--- config.mk ---
export PLATFORM = sky130hd
export DESIGN_NAME = module_codificador_hamming
export DESIGN_NICKNAME = d
export VERILOG_FILES = /design/src/rtl/module_codificador_hamming_pkg.sv /design/src/rtl/module_codificador_hamming_encode.sv /design/src/rtl/module_codificador_hamming.sv
export SDC_FILE = /design/constraint.sdc
export NUM_CORES = 1
export LEC_CHECK = 0
export ABC_AREA = 1
export BUFFER_PORTS_ARGS = -buffer_cell sky130_fd_sc_hd__buf_2
export CAP_MARGIN = 20
export CORE_MARGIN = 1
export CORE_UTILIZATION = 51
export DETAILED_ROUTE_END_ITERATION = 10
export GPL_TIMING_DRIVEN = 0
export HOLD_SLACK_MARGIN = 0.12
export PLACE_DENSITY = 0.77
export SLEW_MARGIN = 15
export SYNTH_ARGS = -nofsm -noshare
export SYNTH_HDL_FRONTEND = slang
export SYNTH_HIERARCHICAL = 1
export SYNTH_SLANG_ARGS = --single-unit
--- constraint.sdc ---
create_clock -name clk -period 1.77 [get_ports clk]
set_input_delay 0.354 -clock clk [delete_from_list [all_inputs] [get_ports clk]]
set_output_delay 0.354 -clock clk [all_outputs]
set_load 0.01 [all_outputs]
--- src/rtl/module_codificador_hamming_pkg.sv ---
// pkg_hamming: shared Hamming(8,4) bit positions, injection modes, FSM states and syndrome helper
// Codeword layout: [p1,p2,d1,p3,d2,d3,d4,p0] at bits 0..7.
package pkg_hamming;
    localparam int unsigned POS_P1 = 0;
    localparam int unsigned POS_P2 = 1;
    localparam int unsigned POS_D1 = 2;
    localparam int unsigned POS_P3 = 3;
    localparam int unsigned POS_D2 = 4;
    localparam int unsigned POS_D3 = 5;
    localparam int unsigned POS_D4 = 6;
    localparam int unsigned POS_P0 = 7;

    typedef enum logic [1:0] {
        MODO_NINGUNO   = 2'b00,
        MODO_SIMPLE    = 2'b01,
        MODO_DOBLE     = 2'b10,
        MODO_RESERVADO = 2'b11
    } modo_t;

    typedef enum logic {
        VACIO = 1'b0,
        LLENO = 1'b1
    } estado_t;

    // Returns {paridad_global, s3, s2, s1}; the syndrome is the 1-based Hamming position of a single error.
    function automatic logic [3:0] sindrome_hamming(input logic [7:0] w);
        logic s1, s2, s3;
        s1 = w[POS_P1] ^ w[POS_D1] ^ w[POS_D2] ^ w[POS_D4];
        s2 = w[POS_P2] ^ w[POS_D1] ^ w[POS_D3] ^ w[POS_D4];
        s3 = w[POS_P3] ^ w[POS_D2] ^ w[POS_D3] ^ w[POS_D4];
        return {^w, s3, s2, s1};
    endfunction
endpackage

--- src/rtl/module_codificador_hamming_encode.sv ---
// module_hamming_encode: combinational Hamming(8,4) encoder with overall even parity
// Ports: i_datos [3:0] = {d4,d3,d2,d1}; o_palabra [7:0] = codeword [p1,p2,d1,p3,d2,d3,d4,p0].
module module_hamming_encode
    import pkg_hamming::*;
(
    input  logic [3:0] i_datos,
    output logic [7:0] o_palabra
);
    logic [7:0] w_base;

    always_comb begin
        w_base         = '0;
        w_base[POS_D1] = i_datos[0];
        w_base[POS_D2] = i_datos[1];
        w_base[POS_D3] = i_datos[2];
        w_base[POS_D4] = i_datos[3];
        w_base[POS_P1] = i_datos[0] ^ i_datos[1] ^ i_datos[3];
        w_base[POS_P2] = i_datos[0] ^ i_datos[2] ^ i_datos[3];
        w_base[POS_P3] = i_datos[1] ^ i_datos[2] ^ i_datos[3];
    end

    // w_base has p0 cleared, so its reduction XOR is the parity of bits 0..6.
    assign o_palabra = w_base | ({7'b0, ^w_base} << POS_P0);
endmodule

--- src/rtl/module_codificador_hamming.sv ---
// module_codificador_hamming: handshaked Hamming(8,4) encoder with error injection and delivery counter
// Ports: clk, rst (async active-high); datos_in/valido_in/listo_in input handshake;
//        modo_inyeccion, pos_a, pos_b injection control sampled on accept;
//        palabra_out/valido_out/listo_out output handshake; palabras_enviadas delivery count;
//        error_inyectado marks a held word carrying an injected error.
module module_codificador_hamming
    import pkg_hamming::*;
(
    input  logic        clk,
    input  logic        rst,
    input  logic [3:0]  datos_in,
    input  logic        valido_in,
    output logic        listo_in,
    input  logic [1:0]  modo_inyeccion,
    input  logic [2:0]  pos_a,
    input  logic [2:0]  pos_b,
    output logic [7:0]  palabra_out,
    output logic        valido_out,
    input  logic        listo_out,
    output logic [15:0] palabras_enviadas,
    output logic        error_inyectado
);
    estado_t     r_estado;
    logic        r_valido;
    logic [7:0]  r_palabra;
    logic        r_error;
    logic [15:0] r_cuenta;

    logic [7:0]  w_codigo;
    logic [7:0]  w_mascara;
    logic        w_error;
    logic        w_in_xfer;
    logic        w_out_xfer;

    module_hamming_encode u_encode (
        .i_datos   (datos_in),
        .o_palabra (w_codigo)
    );

    // OR-ing the two one-hot masks makes pos_a==pos_b flip that bit once.
    assign w_mascara = (modo_inyeccion == MODO_SIMPLE) ? (8'b1 << pos_a) :
                       (modo_inyeccion == MODO_DOBLE)  ? ((8'b1 << pos_a) | (8'b1 << pos_b)) : 8'b0;
    assign w_error    = (modo_inyeccion == MODO_SIMPLE) || (modo_inyeccion == MODO_DOBLE);

    assign listo_in   = (r_estado == VACIO) || listo_out;
    assign w_in_xfer  = valido_in && listo_in;
    assign w_out_xfer = r_valido && listo_out;

    always_ff @(posedge clk or posedge rst) begin
        if (rst) begin
            r_estado  <= VACIO;
            r_valido  <= 1'b0;
            r_palabra <= 8'h00;
            r_error   <= 1'b0;
            r_cuenta  <= 16'h0000;
        end else begin
            if (w_out_xfer)
                r_cuenta <= r_cuenta + 16'd1;
            // An accept always leaves a word held; otherwise a delivered word empties the stage.
            if (w_in_xfer) begin
                r_estado  <= LLENO;
                r_valido  <= 1'b1;
                r_palabra <= w_codigo ^ w_mascara;
                r_error   <= w_error;
            end else if (w_out_xfer) begin
                r_estado  <= VACIO;
                r_valido  <= 1'b0;
            end
        end
    end

    assign palabra_out       = r_palabra;
    assign valido_out        = r_valido;
    assign error_inyectado   = r_error;
    assign palabras_enviadas = r_cuenta;
endmodule

Yosys cells after proc, flatten, opt, wreduce, memory -nomap -nowiden

Index checks and enable logic that the tools add are counted.

Add/subtract/negate cells: 1
$mul: 0
Divide/modulo/power cells: 0
$lt $le $gt $ge: 0
Eq/ne operators: 2
Shifts and indexed selects: 2
Muxes and demuxes: 4
Bitwise gates (word level): 10
Reductions and logical operators: 6

Operators with widths:

| operator                                                          | number |
|---|---|
| 16-bit by 1-bit adder with 16-bit output, second input constant   | 1 |
| 8-bit 2-to-1 mux                                                  | 2 |
| 1-bit by 3-bit left shift with 8-bit output, first input constant | 2 |
| 7-bit by 8-bit bitwise OR with 8-bit output                       | 1 |
| 8-bit bitwise OR                                                  | 1 |
| 8-bit XOR reduction                                               | 1 |
| 8-bit XOR                                                         | 1 |
| 1-bit XOR                                                         | 6 |
| 2-bit by 1-bit == test with 1-bit output, second input constant   | 1 |
| 2-bit == test, second input constant                              | 1 |
| 1-bit logical AND                                                 | 2 |
| 1-bit logical OR                                                  | 2 |
| 1-bit 2-to-1 mux                                                  | 2 |
| 2-bit nonzero test                                                | 1 |
| 1-bit inverter                                                    | 1 |

Bits in registers: 26
Latch bits: 0
Memory bits (writable): 0
Memory bits (read-only): 0
Input port bits: 16
Logic and storage cells: 29
Memories: 0

Longest topological paths before layout

Depth after elaboration: 5
Mapped depth: 9
Mapped depth without buffers: 9

Hierarchy

Netlist, hierarchy kept.

By module, submodules not included:

| module                     | instances | cells an instance | area each (µm²) | sequential area each (µm²) |
|---|---|---|---|---|
| module_codificador_hamming | 1         | 219               | 1585.3          | 650.6 |
| module_hamming_encode      | 1         | 31                | 138.9           | 0.0 |

Least setup slack after synthesis

Ideal clock, no wire load.

Path type: input port to flip-flop
Start point: input modo_inyeccion[1]
End point: register r_palabra[0] (netlist: palabra_out[0])
Library setup time: 117 ps
Arrival: 1219 ps
Required time: 1653 ps
Slack: 434 ps
Cell stages on the path: 9
Path buffers: 2
Cell sequence: inv_1 -> ha_1 -> or2_1 -> buf_2 -> buf_6 -> nand2_1 -> nand2_1 -> nand3_1 -> nand2_1

Cells in the longest elaborated chain, start to end: 4

Ends and longest elaborated chain:

| element              | RTL line                         | RTL |
|---|---|---|
| from (decl)          | module_codificador_hamming.sv:14 | `input logic [1:0] modo_inyeccion,` |
| 2-bit == test        | module_codificador_hamming.sv:42 | `(modo_inyeccion == MODO_DOBLE) ? ((8'b1 << pos_a) \| (8'b1 << pos_b)) : 8'b0;` |
| 8-bit 2-to-1 mux     | module_codificador_hamming.sv:42 |  |
| 8-bit 2-to-1 mux *   | module_codificador_hamming.sv:41 | `assign w_mascara = (modo_inyeccion == MODO_SIMPLE) ? (8'b1 << pos_a) :` |
| 8-bit XOR *          | module_codificador_hamming.sv:63 | `r_palabra <= w_codigo ^ w_mascara;` |
| to (signal assigned) | module_codificador_hamming.sv:63 |  |
| to (decl)            | module_codificador_hamming.sv:25 | `logic [7:0] r_palabra;` |

Mark *: on every way between the ends. The rest lies on a longest branch, timed or not.
A chain may end at the register's enable or synchronous reset.

Worst setup path after layout

Start point: register r_cuenta[0] (netlist: palabras_enviadas[0])
End point: register r_cuenta[10] (netlist: palabras_enviadas[10])

Cells in the longest elaborated chain, start to end: 1

Ends and longest elaborated chain:

| element                                  | RTL line                         | RTL |
|---|---|---|
| from (decl)                              | module_codificador_hamming.sv:27 | `logic [15:0] r_cuenta;` |
| from (signal assigned)                   | module_codificador_hamming.sv:58 | `r_cuenta <= r_cuenta + 16'd1;` |
| 16-bit by 1-bit adder with 16-bit output | module_codificador_hamming.sv:58 |  |

Every way passes these cells.

==> summary.md <==
| Metric | Value |
|---|---|
| Clock skew | about 0.017 ns |
| Post-DP Area | ~2000 um^2 |
| Reg2Reg Setup Slack | between 0.2 and 0.3 ns |
| Rows | 20 |
| Sink Count | 26 |
| Cells after DPL | roughly 340 |
| Detailed-route wire length per cell | roughly 11 um |
| Worst Hold Class | primary input to flip-flop |
| Remaining global-route overflow | 0 |
| CP Capture Type | flip-flop |
| Reg2reg end | palabras_enviadas[10]$_DFFE_PP0P_ |
| Post-synthesis mux area share | 0 |
| Detail-routed via count per cell | 4.90 |
| Synth Area in Simple Gates | 0.428 |
| Post-Synthesis Cells | between 200 and 300 |
| Reg2Reg Depth | 6 |
| Worst Path Arrival | between 1.5 and 2 ns |
| Antenna viol nets, final | 0 |
| Post-route DRC | 0 |
| Synth warn | 6 |
| Min-Delay Endpoint | error_inyectado$_DFFE_PP0P_ |
| IO Port Bufs | 42 |
| Die footprint | 3620 um^2 |
| Required @ worst endpoint | ~2 ns |
| Syn nets | between 200 and 300 |
| Avg Inst Size Synth | 6.90 um^2 |
| Most frequent cells in the layout | nand2_1 (99), buf_2 (44), inv_1 (38), nand3_1 (32), dfrtp_1 (26) |
| Peak supply drop | between 0.5 and 0.6 mV |
| RSZ-0062 raised after global routing | false |
| Worst hold margin | 0.307 ns |
| Yosys reg bits | 26 |
| Fill cell count | 282 |
| Die Y-Extent | about 60 um |
| Pleak | approximately 1.2 nW |
| Global-route wire length before repair | 5890 um |
| Min-delay src | valido_in |
| Max Clk Rate | around 670 MHz |
| Worst-Skew Late Latency | 0.35 ns |
| Distinct cells, synth | 24 |
| Final Cycle Share | 0.849 |
| Final Setup Violations | 0 |
| Power per cell area | about 860 nW/um^2 |
| CTS max path bufs | 2 |
| Clock H-tree levels | 1 |
| Ranking of synthesized cells by area | dfrtp_1 (38%), nand2_1 (22%), nand3_1 (9.3%) |
| Outcome | complete, no violations |
| Synth Area in Adders | 0.0218 |
| Mapped cell area | 1720 um^2 |
| Synthesis-to-finish area growth | 20.6% |
| DR vias | between 1500 and 2000 |
| Crit path launch type | flip-flop |
| Number of global-route vias before repair | between 1000 and 1500 |
| Power, Total | 1.78 mW |
| Max-slew headroom | 0.669 |
| Final Cell Area | 2080 um^2 |
| Worst-path clk slew | around 0.15 ns |
| Layout cells sized above 1 | 0.228 |
| Complex-gate fraction of the synthesized area | 0.0109 |
| Routability cong. | ~0.8 |
| Worst-Margin Slew | a little under 0.5 ns |
| GRT Overall Usage | 0.217 |
| Worst hold path stage count | 4 |
| Largest net degree at the start of global routing | 27 |
| Initial drt markers | 55 |
| Commonest non-fill, non-tap cell in the layout | nand2_1 |
| # diodes | 0 |
| Synth Area in XOR/XNOR | 0.0406 |
| Final wirelength | roughly 3600 um |
| DR pass1 iterations | 4 |
| Share of the synthesized area in the top cell type | 0.377 |
| Nets | about 320 |
| Slew Viols, Final | 0 |
| Worst-path fanout max | 7 |
| Core area | approximately 3100 um^2 |
| I/O pin count | 43 |
| # Max-Cap Violations | 0 |
| Initial antenna violation count | 0 |
| Cell accounting for the most synthesized area | dfrtp_1 |
| Hpwl dp | 2740 um |
| Setup TNS | 0 ns |
| Cell Count, Final, Fillers Out | 342 |
| Final Hold Viols | 0 |
| Clk root buf | clkbuf_4 |
| Worst reg2reg startpoint | palabras_enviadas[0]$_DFFE_PP0P_ |
| Main combinational cell family by area after synthesis | simple AND/OR/NAND/NOR gates |
| Post-synthesis sequential area ratio | 0.377 |
| CP Class | flip-flop to flip-flop |
| TritonCTS clock tree | built |
| Fin crit period | about 1.5 ns |
| Initial Utilization | 0.551 |
| Width of the chip | about 60 um |
| Num CTS Buffers | 3 |
==> metrics by stage <==
stage	util	setup WS, ns
global placement	0.636	0.253
global route	0.665	0.137
CTS	0.653	0.314
floorplan	-	0.434
finish	0.665	0.267
detailed placement	0.636	0.237
==> layer usage <==
layer  routed length [um]  share of wire  track usage
met1                 1770           0.49        0.303
met2                 1620           0.45        0.333
met3                  198          0.055       0.0498
met4                   36         0.0099       0.0664
met5                    0              0            0
==> power by group <==
| group | internal [mW] | total [mW] | switching [mW] | leakage (nW) |
|---|---|---|---|---|
| combinational | 0.228 | 0.558 | 0.330 | 0.867 |
| clock | 0.230 | 0.420 | 0.191 | 0.0279 |
| sequential | 0.697 | 0.805 | 0.108 | 0.321 |
==> worst max-delay path, cell delays in order, from the launching register on <==
cell and delay (ns):
dfrtp_1 0.49, ha_1 0.23, nand2_1 0.09, nor3_4 0.29
nand2_2 0.11, o21ai_2 0.12, nand2_1 0.06
==> sequential cells by signal, indices dropped and copies added, names as in the netlist <==
signal,flops
error_inyectado,1
palabra_out,8
palabras_enviadas,16
valido_out,1
==> what timing repair did <==
item	4_1_cts	5_1_grt
setup buffers	0	0
endpoints found under the setup margin	0	0
hold buffers	0	1
hold endpoints to repair	0	10
gates resized for setup	0	0
==> how the worst max path moves through the flow <==
stage / startpoint / endpoint
2_1_floorplan: modo_inyeccion[1] / palabra_out[0]$_DFFE_PP0P_
3_3_place_gp: modo_inyeccion[0] / palabra_out[0]$_DFFE_PP0P_
3_5_place_dp: modo_inyeccion[0] / palabra_out[0]$_DFFE_PP0P_
4_1_cts: palabras_enviadas[0]$_DFFE_PP0P_ / palabras_enviadas[10]$_DFFE_PP0P_
5_1_grt: palabras_enviadas[0]$_DFFE_PP0P_ / palabras_enviadas[10]$_DFFE_PP0P_
6_report: palabras_enviadas[0]$_DFFE_PP0P_ / palabras_enviadas[10]$_DFFE_PP0P_
==> synth_stat cells (all sizes together) <==
| cell | count |
|---|---|
| dfrtp | 26 |
| buf | 7 |
| nor2 | 12 |
| nand4 | 9 |
| xor2 | 4 |
| nand2 | 102 |
| inv | 42 |
| ha | 3 |
| xnor2 | 4 |
| nor3 | 3 |
| nand3 | 32 |
| o21ai | 3 |
| or2 | 1 |
| nand3b | 2 |
==> cell type report <==
type	count	area [um^2]	share of cell area
Timing Repair Buffer	44	248	0.119
Multi-Input combinational cell	175	865	0.416
Tap cell	44	55.1	0.0265
Buffer	7	51.3	0.0247
Inverter	42	158	0.0758
Sequential cell	26	651	0.313
Clock inverter	1	30.0	0.0144
Clock buffer	3	22.5	0.0108
==> cell families (layout without fill, tap and decap cells) <==
logic type               after synthesis  count (layout)
XOR/XNOR                               8               8
AO/OA/AOI/OAI                          3               3
flip-flops                            26              26
AND/OR/NAND/NOR                      161             161
adder cells (fa/ha/maj)                3               3
buffers and inverters                 49              97
Power figures use the tool's default switching activity.
